--- config.mk ---
export PLATFORM = sky130hd
export DESIGN_NAME = hoaaned_err_corrector_flat
export DESIGN_NICKNAME = d
export VERILOG_FILES = /design/src/rtl/hoaaned_err_corrector_if.sv /design/src/rtl/hoaaned_err_corrector.sv /design/src/flat_wrapper.sv
export SDC_FILE = /design/constraint.sdc
export NUM_CORES = 1
export LEC_CHECK = 0
export BUFFER_PORTS_ARGS = -buffer_cell sky130_fd_sc_hd__buf_2
export CAP_MARGIN = 20
export CORE_UTILIZATION = 38
export DETAILED_ROUTE_END_ITERATION = 8
export GPL_TIMING_DRIVEN = 0
export RECOVER_POWER = 100
export REMOVE_ABC_BUFFERS = 1
export SLEW_MARGIN = 5
export SYNTH_ARGS = -nofsm -noshare
export SYNTH_HDL_FRONTEND = slang
export SYNTH_SLANG_ARGS = --single-unit
--- constraint.sdc ---
create_clock -name clk -period 5.42 [get_ports clk]
set_clock_uncertainty 0.1 [all_clocks]
set_input_delay 0.542 -clock clk [delete_from_list [all_inputs] [get_ports clk]]
set_output_delay 0.542 -clock clk [all_outputs]
set_load 0.005 [all_outputs]
--- src/rtl/hoaaned_err_corrector_if.sv ---
// Handshake bus between the HOAANED approximate adder and its error corrector.
// The master side drives operands and the approximate sum; the slave side returns the exact sum.
interface hoaaned_err_corrector_if #(
    parameter int WIDTH = 8,
    parameter int K     = 4,
    parameter int CNT_W = 16
);
    logic             in_valid;
    logic             in_ready;
    logic [WIDTH-1:0] a;
    logic [WIDTH-1:0] b;
    logic [WIDTH:0]   approx_sum;
    logic             out_valid;
    logic             out_ready;
    logic [WIDTH:0]   corr_sum;
    logic             err_flag;
    logic [K-1:0]     err_mag;
    logic             cnt_clr;
    logic [CNT_W-1:0] err_count;

    modport master (
        output in_valid, a, b, approx_sum, out_ready, cnt_clr,
        input  in_ready, out_valid, corr_sum, err_flag, err_mag, err_count
    );

    modport slave (
        input  in_valid, a, b, approx_sum, out_ready, cnt_clr,
        output in_ready, out_valid, corr_sum, err_flag, err_mag, err_count
    );
endinterface

--- src/rtl/hoaaned_err_corrector.sv ---
// Corrects the OR-ed low field of a HOAANED approximate sum, rippling the low-field carry
// into the exact upper field one bit per cycle, and counts delivered erroneous results.
module hoaaned_err_corrector #(
    parameter int WIDTH = 8,
    parameter int K     = 4,
    parameter int CNT_W = 16
) (
    input  logic                    clk,
    input  logic                    rst_n,
    hoaaned_err_corrector_if.slave  bus
);
    localparam int IDX_W = $clog2(WIDTH + 1);
    localparam logic [IDX_W-1:0] K_POS    = IDX_W'(K);
    localparam logic [IDX_W-1:0] LAST_IDX = IDX_W'(WIDTH - K);

    typedef enum logic [1:0] {
        S_IDLE,
        S_DETECT,
        S_CORRECT,
        S_DONE
    } state_t;

    state_t           r_state;
    logic [WIDTH-1:0] r_a;
    logic [WIDTH-1:0] r_b;
    logic [WIDTH:0]   r_approx;
    logic [WIDTH:0]   r_corr;
    logic             r_err_flag;
    logic [K-1:0]     r_err_mag;
    logic             r_carry;
    logic [IDX_W-1:0] r_idx;
    logic             r_in_ready;
    logic             r_out_valid;
    logic [CNT_W-1:0] r_cnt;

    logic [K:0]       w_lo;
    logic [WIDTH:0]   w_exact;
    logic [IDX_W-1:0] w_pos;
    logic             w_bit;
    logic             w_carry_next;
    logic             w_cnt_inc;

    assign w_lo         = {1'b0, r_a[K-1:0]} + {1'b0, r_b[K-1:0]};
    assign w_exact      = {1'b0, r_a} + {1'b0, r_b};
    assign w_pos        = K_POS + r_idx;
    assign w_bit        = r_corr[w_pos];
    assign w_carry_next = w_bit & r_carry;
    assign w_cnt_inc    = (r_state == S_DONE) && bus.out_ready && r_err_flag && !(&r_cnt);

    assign bus.in_ready  = r_in_ready;
    assign bus.out_valid = r_out_valid;
    assign bus.corr_sum  = r_corr;
    assign bus.err_flag  = r_err_flag;
    assign bus.err_mag   = r_err_mag;
    assign bus.err_count = r_cnt;

    always_ff @(posedge clk or negedge rst_n) begin
        if (!rst_n) begin
            r_state     <= S_IDLE;
            r_a         <= '0;
            r_b         <= '0;
            r_approx    <= '0;
            r_corr      <= '0;
            r_err_flag  <= 1'b0;
            r_err_mag   <= '0;
            r_carry     <= 1'b0;
            r_idx       <= '0;
            r_in_ready  <= 1'b1;
            r_out_valid <= 1'b0;
            r_cnt       <= '0;
        end else begin
            // Clear has priority over a same-cycle increment.
            if (bus.cnt_clr) begin
                r_cnt <= '0;
            end else if (w_cnt_inc) begin
                r_cnt <= r_cnt + CNT_W'(1);
            end

            case (r_state)
                S_IDLE: begin
                    if (bus.in_valid) begin
                        r_a        <= bus.a;
                        r_b        <= bus.b;
                        r_approx   <= bus.approx_sum;
                        r_in_ready <= 1'b0;
                        r_state    <= S_DETECT;
                    end
                end
                S_DETECT: begin
                    r_err_flag <= (r_approx != w_exact);
                    r_err_mag  <= r_a[K-1:0] & r_b[K-1:0];
                    r_corr     <= {r_approx[WIDTH:K], w_lo[K-1:0]};
                    if (w_lo[K]) begin
                        r_idx   <= '0;
                        r_carry <= 1'b1;
                        r_state <= S_CORRECT;
                    end else begin
                        r_out_valid <= 1'b1;
                        r_state     <= S_DONE;
                    end
                end
                S_CORRECT: begin
                    // The upper field never holds all ones, so the ripple always terminates.
                    r_corr[w_pos] <= w_bit ^ r_carry;
                    r_carry       <= w_carry_next;
                    if (!w_carry_next || (r_idx == LAST_IDX)) begin
                        r_out_valid <= 1'b1;
                        r_state     <= S_DONE;
                    end else begin
                        r_idx <= r_idx + IDX_W'(1);
                    end
                end
                S_DONE: begin
                    if (bus.out_ready) begin
                        r_out_valid <= 1'b0;
                        r_in_ready  <= 1'b1;
                        r_state     <= S_IDLE;
                    end
                end
                default: r_state <= S_IDLE;
            endcase
        end
    end
endmodule

--- src/flat_wrapper.sv ---
// flat-port wrapper written by rule: the top's interface ports become plain ports
module hoaaned_err_corrector_flat 
#(
    parameter int WIDTH = 8,
    parameter int K     = 4,
    parameter int CNT_W = 16
)
  (clk, rst_n, bus_in_valid, bus_a, bus_b, bus_approx_sum, bus_out_ready, bus_cnt_clr, bus_in_ready, bus_out_valid, bus_corr_sum, bus_err_flag, bus_err_mag, bus_err_count);
  hoaaned_err_corrector_if #(.WIDTH(WIDTH), .K(K), .CNT_W(CNT_W)) bus_i ();
  input  logic clk;
  input  logic rst_n;
  input wire logic [$bits(bus_i.in_valid)-1:0] bus_in_valid;
  input wire logic [$bits(bus_i.a)-1:0] bus_a;
  input wire logic [$bits(bus_i.b)-1:0] bus_b;
  input wire logic [$bits(bus_i.approx_sum)-1:0] bus_approx_sum;
  input wire logic [$bits(bus_i.out_ready)-1:0] bus_out_ready;
  input wire logic [$bits(bus_i.cnt_clr)-1:0] bus_cnt_clr;
  output wire logic [$bits(bus_i.in_ready)-1:0] bus_in_ready;
  output wire logic [$bits(bus_i.out_valid)-1:0] bus_out_valid;
  output wire logic [$bits(bus_i.corr_sum)-1:0] bus_corr_sum;
  output wire logic [$bits(bus_i.err_flag)-1:0] bus_err_flag;
  output wire logic [$bits(bus_i.err_mag)-1:0] bus_err_mag;
  output wire logic [$bits(bus_i.err_count)-1:0] bus_err_count;
  assign bus_i.in_valid = bus_in_valid;
  assign bus_i.a = bus_a;
  assign bus_i.b = bus_b;
  assign bus_i.approx_sum = bus_approx_sum;
  assign bus_i.out_ready = bus_out_ready;
  assign bus_i.cnt_clr = bus_cnt_clr;
  assign bus_in_ready = bus_i.in_ready;
  assign bus_out_valid = bus_i.out_valid;
  assign bus_corr_sum = bus_i.corr_sum;
  assign bus_err_flag = bus_i.err_flag;
  assign bus_err_mag = bus_i.err_mag;
  assign bus_err_count = bus_i.err_count;
  hoaaned_err_corrector #(.WIDTH(WIDTH), .K(K), .CNT_W(CNT_W)) u_core (.clk(clk), .rst_n(rst_n), .bus(bus_i));
endmodule
[Word level (Yosys, flattened, before mapping)]
Cells that the tools add are included.
Word-level totals
  word-level logic and storage cells: 77
  output and inout bits: 32
  register bits: 64
Operators by class
  $add $sub $neg: 5
  equality and inequality tests: 11
  reductions and logical operators: 19
  bitwise operators: 3
  mux-type cells: 25
  $lt $le $gt $ge: 2
Operators with widths (count)
  $mux 16: 2
  $pmux 9 s2: 1
  $add 16x1->16 const B: 1
  $reduce_and 16->1: 1
  $add 8x8->9: 1
  $bwmux 9: 1
  $mux 1: 9
  $ne 9x9->1: 1
  $reduce_and 3->1: 3
  $mux 4: 2
  $ne 2x2->1 const B: 4
  $pmux 2 s4: 1
  $pmux 4 s2: 1
  $mux 2: 3
  $reduce_bool 2->1: 3
  $add 4x4->5: 1
  $lt 4x5->1 const B: 1
  $add 3x4->4 const A: 1
  $add 4x1->4 const B: 1
  $and 4x4->4: 1
  $bmux 1 s4: 1
  $demux 1 s4: 1
  $eq 2x2->1 const B: 2
  $eq 4x3->1 const B: 1
  other kinds (14): 21

[Longest topological paths before layout]
  depth in word-level cells: 8
  depth in mapped cells: 11

[Worst setup path before layout]
OpenSTA, ideal clock, no wires.
  kind: reg-to-reg
  start: register u_core.r_idx[2]
  end: register u_core.r_idx[2]
  stages on the path, launching flop included: 12
  period minus slack after synthesis: 2380 ps
  setup slack: 3040 ps
  data arrival time: 2214 ps
  required time: 5254 ps
  cells stage by stage: dfrtp_1 -> inv_1 -> ha_1 -> inv_1 -> nand2_1 -> a31oi_1 -> ha_1 -> a21oi_1 -> a211o_1 -> or3b_1 -> o21ai_0 -> a22o_1
On the way
  word-level cells in the longest chain between the ends: 8
  elaborated cells on any way between the ends: 12
  those cells by class: 2 x add/sub; 2 x eq/ne; 4 x mux; 1 x bitwise; 3 x reduce/logical
Ends and longest elaborated chain
  start: declaration: line hoaaned_err_corrector.sv:31  | logic [IDX_W-1:0] r_idx;
  start signal: assignment: line hoaaned_err_corrector.sv:110  | r_idx <= r_idx + IDX_W'(1);
  $add 3x4->4: line hoaaned_err_corrector.sv:45  | assign w_pos = K_POS + r_idx;
  $bmux 1 s4: line hoaaned_err_corrector.sv:46  | assign w_bit = r_corr[w_pos];
  $mux 1 (implied by the code): line hoaaned_err_corrector.sv:46
  $and 1x1->1: line hoaaned_err_corrector.sv:47  | assign w_carry_next = w_bit & r_carry;
  $logic_not 1->1: line hoaaned_err_corrector.sv:106  | if (!w_carry_next || (r_idx == LAST_IDX)) begin
  $logic_or 1x1->1: line hoaaned_err_corrector.sv:106
  $ne 2x2->1 (no line)
  $reduce_and 3->1 (no line)
Several ways; a longest one is shown, not always the timed one. The select of a mux whose other input is x is not followed.
A chain may end at the register's enable or synchronous reset.

==> results.ini <==
[die]
dieArea_um2 = 9580
num_rows = 34
initial_core_util = 0.397
die-height_um = 97.9
coreArea_um2 = 8810
fp.dieW_um = 97.9
ios = 62

[clock_network]
postCtsHoldBufs = 0
clock_latency_ns = 0.35
cts_buffers = 9
post_cts_buffers = 0
htree_levels = 3
cts_buffer_depth = 2
cts-root-buf = clkbuf_8
cts_resized = 0
path_clk_slew_ns = 0.08
cts.sinks = 64
tritoncts = done

[timing]
finalSetupViolations = 0
hold_viol_final = 0
relSlewSlack = -1.26
min_period_ns = 3.35
timing_worst_slew_pin_value_ns = 3.40
fin_ws_ns = 2.07
period_share = 0.619
rsz0062_at_grt = false
holdWs_ns = 0.315
fmax_ghz = 0.298
drv_slew = 65
fin_setup_tns_ns = 0

[setup_path]
startpoint_type = input port
crit_path_top_delay_cell = clkbuf_1
crit_chain = clkbuf_1
cp.arrival_ns = 2.94
crit_path_max_incr_delay_ns = 2.36
ff2ff_path_depth = 11
critPathKind = in -> async
cp.buffers_inverters = 1
reg2reg_slack_ns = 2.74
crit_fanout = 64
worstReg2RegStart = u_core.r_idx[2]$_DFFE_PN0P_
crit_required_ns = 5.01
cp-end-kind = async pin
rr_endpoint = u_core.r_idx[2]$_DFFE_PN0P_
cp_top_family = buffers and inverters

[global_routing]
grt_use_total = 0.165
busiest_layer = met2
grt_antenna_before_repair = 0
use_met1 = 0.228
grt_pass1_wl_mm = 12.5
grt_max_degree = 65
use_met3 = 0.0358
grt_use_met2 = 0.250
grt_pass1_vias = 2558
overflow = 0

[pwr]
vdd_drop_max_mv = 0.296
power.density_nw_per_um2 = 594
switchingPower_w = 0.000913
power_leakage_nw = 1.90
clkPwrFrac = 0.209
seqPwrFrac = 0.323
intPower_w = 0.00152
p_sw_frac = 0.376
p_comb_frac = 0.468
power_w = 0.00243

[detailed_routing]
drtIter0Drc = 166
postRouteWirelength_mm = 7.40
num_vias = 2615
drc = 3
ant_nets = 0
drt-pass1-iter-count = 6
routedWlPerCell_um = 14.9
vias_per_cell = 5.28

[place]
hpwl_mm = 5.34
post_dp_cell_area_um2 = 3910
place_congestion = 0.852
pre_cts_slack_ns = 2.77
portBuffers = 61

[finish]
design_area_um2 = 4090
syn2layout_area_growth_pct = 17.1
layout-drive-gt1-share = 0.266
fillers = 825
final_nets = 434
antenna_cells = 0

[hold_path]
hold_path.class = in -> reg
hold_start = bus_b[1]
worstHoldPathCells = 2
min_to = u_core.r_b[1]$_DFFE_PN0P_

[job]
max_cap_violations = 1

[logic_synthesis]
yosysSeqAreaShare = 0.459
ys_types = 49
postSynthCellCount = 316
synth_area_um2 = 3490
synth_edf_count = 0
ys_ff_latch = 64
syn_area_per_cell_um2 = 11.1
yosysMostFrequentCell = dfrtp_1
synth-main-ff-cell = dfrtp_1
yosysTopAreaCell = dfrtp_1
ys_top_cells_by_area = dfrtp_1 (45%), mux2_2 (9.3%), ha_1 (7.5%), xnor2_1 (3.8%), xor2_1 (3.8%)
yosysTopAreaCellShare = 0.451
yosys_warnings = 0
synth_commonest_cells = dfrtp_1 (63), mux2_2 (29), nor2_1 (26), nand2_1 (24), ha_1 (21)
async_flop_share = 1.00

[outcome]
violations = design-rule violations, max-capacitance violations, max-slew violations
outcome = finished, violations left

==> worst max path at each step <==
| stage | from | end | slack, ns | cells after the start |
|---|---|---|---|---|
| after floorplan | u_core.r_idx[2]$_DFFE_PN0P_ | u_core.r_idx[2]$_DFFE_PN0P_ | 3.04 | 11 |
| after global placement | u_core.r_idx[2]$_DFFE_PN0P_ | u_core.r_idx[2]$_DFFE_PN0P_ | 2.78 | 11 |
| after detailed placement | u_core.r_idx[2]$_DFFE_PN0P_ | u_core.r_idx[2]$_DFFE_PN0P_ | 2.77 | 11 |
| after CTS | u_core.r_idx[2]$_DFFE_PN0P_ | u_core.r_idx[2]$_DFFE_PN0P_ | 2.75 | 11 |
| after global routing | rst_n | u_core.bus.err_count[1]$_DFFE_PN0P_ | 1.29 | 1 |
| final | rst_n | u_core.bus.err_count[1]$_DFFE_PN0P_ | 2.07 | 1 |
==> state kept, by name, summed over array words and instances (netlist names) <==
name	cells
u_core.r_carry	1
u_core.r_idx	4
u_core.bus.corr_sum	9
u_core.r_approx	9
u_core.bus.err_mag	4
u_core.bus.in_ready	1
u_core.r_a	8
u_core.r_state	2
u_core.bus.out_valid	1
u_core.bus.err_flag	1
u_core.bus.err_count	16
u_core.r_b	8
==> routing by layer <==
metal  vias to the layer above  routed length [µm]
met5                         -                   0
met4                         0                 149
met3                        11                 348
met2                        65                3420
met1                      1273                3480
li1                       1266                   -
==> layout by cell type (no fill, tap or decap), types with 3 or more instances in the layout <==
cell,n
mux2_2,29
nor3_1,5
a211oi_1,3
clkbuf_8,9
nand3_1,11
xnor2_1,15
a221o_1,6
nand4_1,7
clkbuf_1,8
buf_2,54
xor2_1,15
o21ai_0,11
inv_1,15
nand2_1,24
dfrtp_1,63
ha_1,21
nor2_1,26
and3_1,6
nor2b_1,3
a32oi_1,3
bufinv_16,3
a31oi_1,8
a21oi_1,7
==> worst register-to-register path: cells and delay by family (launching register included) <==
family,cells,cell delay (ns)
AND/OR/NAND/NOR,2,0.43
buffers and inverters,2,0.18
adder cells (fa/ha/maj),2,0.54
flip-flops,1,0.52
AO/OA/AOI/OAI,5,0.84
==> final cells by class <==
class	instances	area [µm²]	share of cell area
clock inverter	7	120	0.0294
clock buffer	9	124	0.0303
multi-input combinational	230	1750	0.428
timing repair buffer	62	300	0.0734
inverter	15	56.3	0.0138
sequential	64	1600	0.392
tap	108	135	0.0330
==> kinds of logic (layout without fill, tap and decap cells) <==
family / count (synthesis) / in the layout / synth area share
buffers and inverters: 22 / 93 / 0.0240
adder cells (fa/ha/maj): 22 / 22 / 0.0809
AO/OA/AOI/OAI: 53 / 53 / 0.111
AND/OR/NAND/NOR: 92 / 92 / 0.138
flip-flops: 64 / 64 / 0.459
multiplexers: 33 / 33 / 0.112
XOR/XNOR: 30 / 30 / 0.0752
==> metrics by stage <==
step | utilization | instances
after floorplan | - | 309
after global placement | 0.444 | 478
after detailed placement | 0.444 | 478
after CTS | 0.472 | 494
after global routing | 0.464 | 495
final | 0.464 | 495
==> power groups by stage <==
stage                     combinational, W  sequential, W  clock [W]
final                              0.00114       0.000785   0.000508
after global routing               0.00127       0.000808   0.000540
after CTS                          0.00116       0.000787   0.000515
after detailed placement           0.00115       0.000796          0
after global placement             0.00113       0.000790          0
after floorplan                   0.000886       0.000759          0
Power figures use the tool's default switching activity.
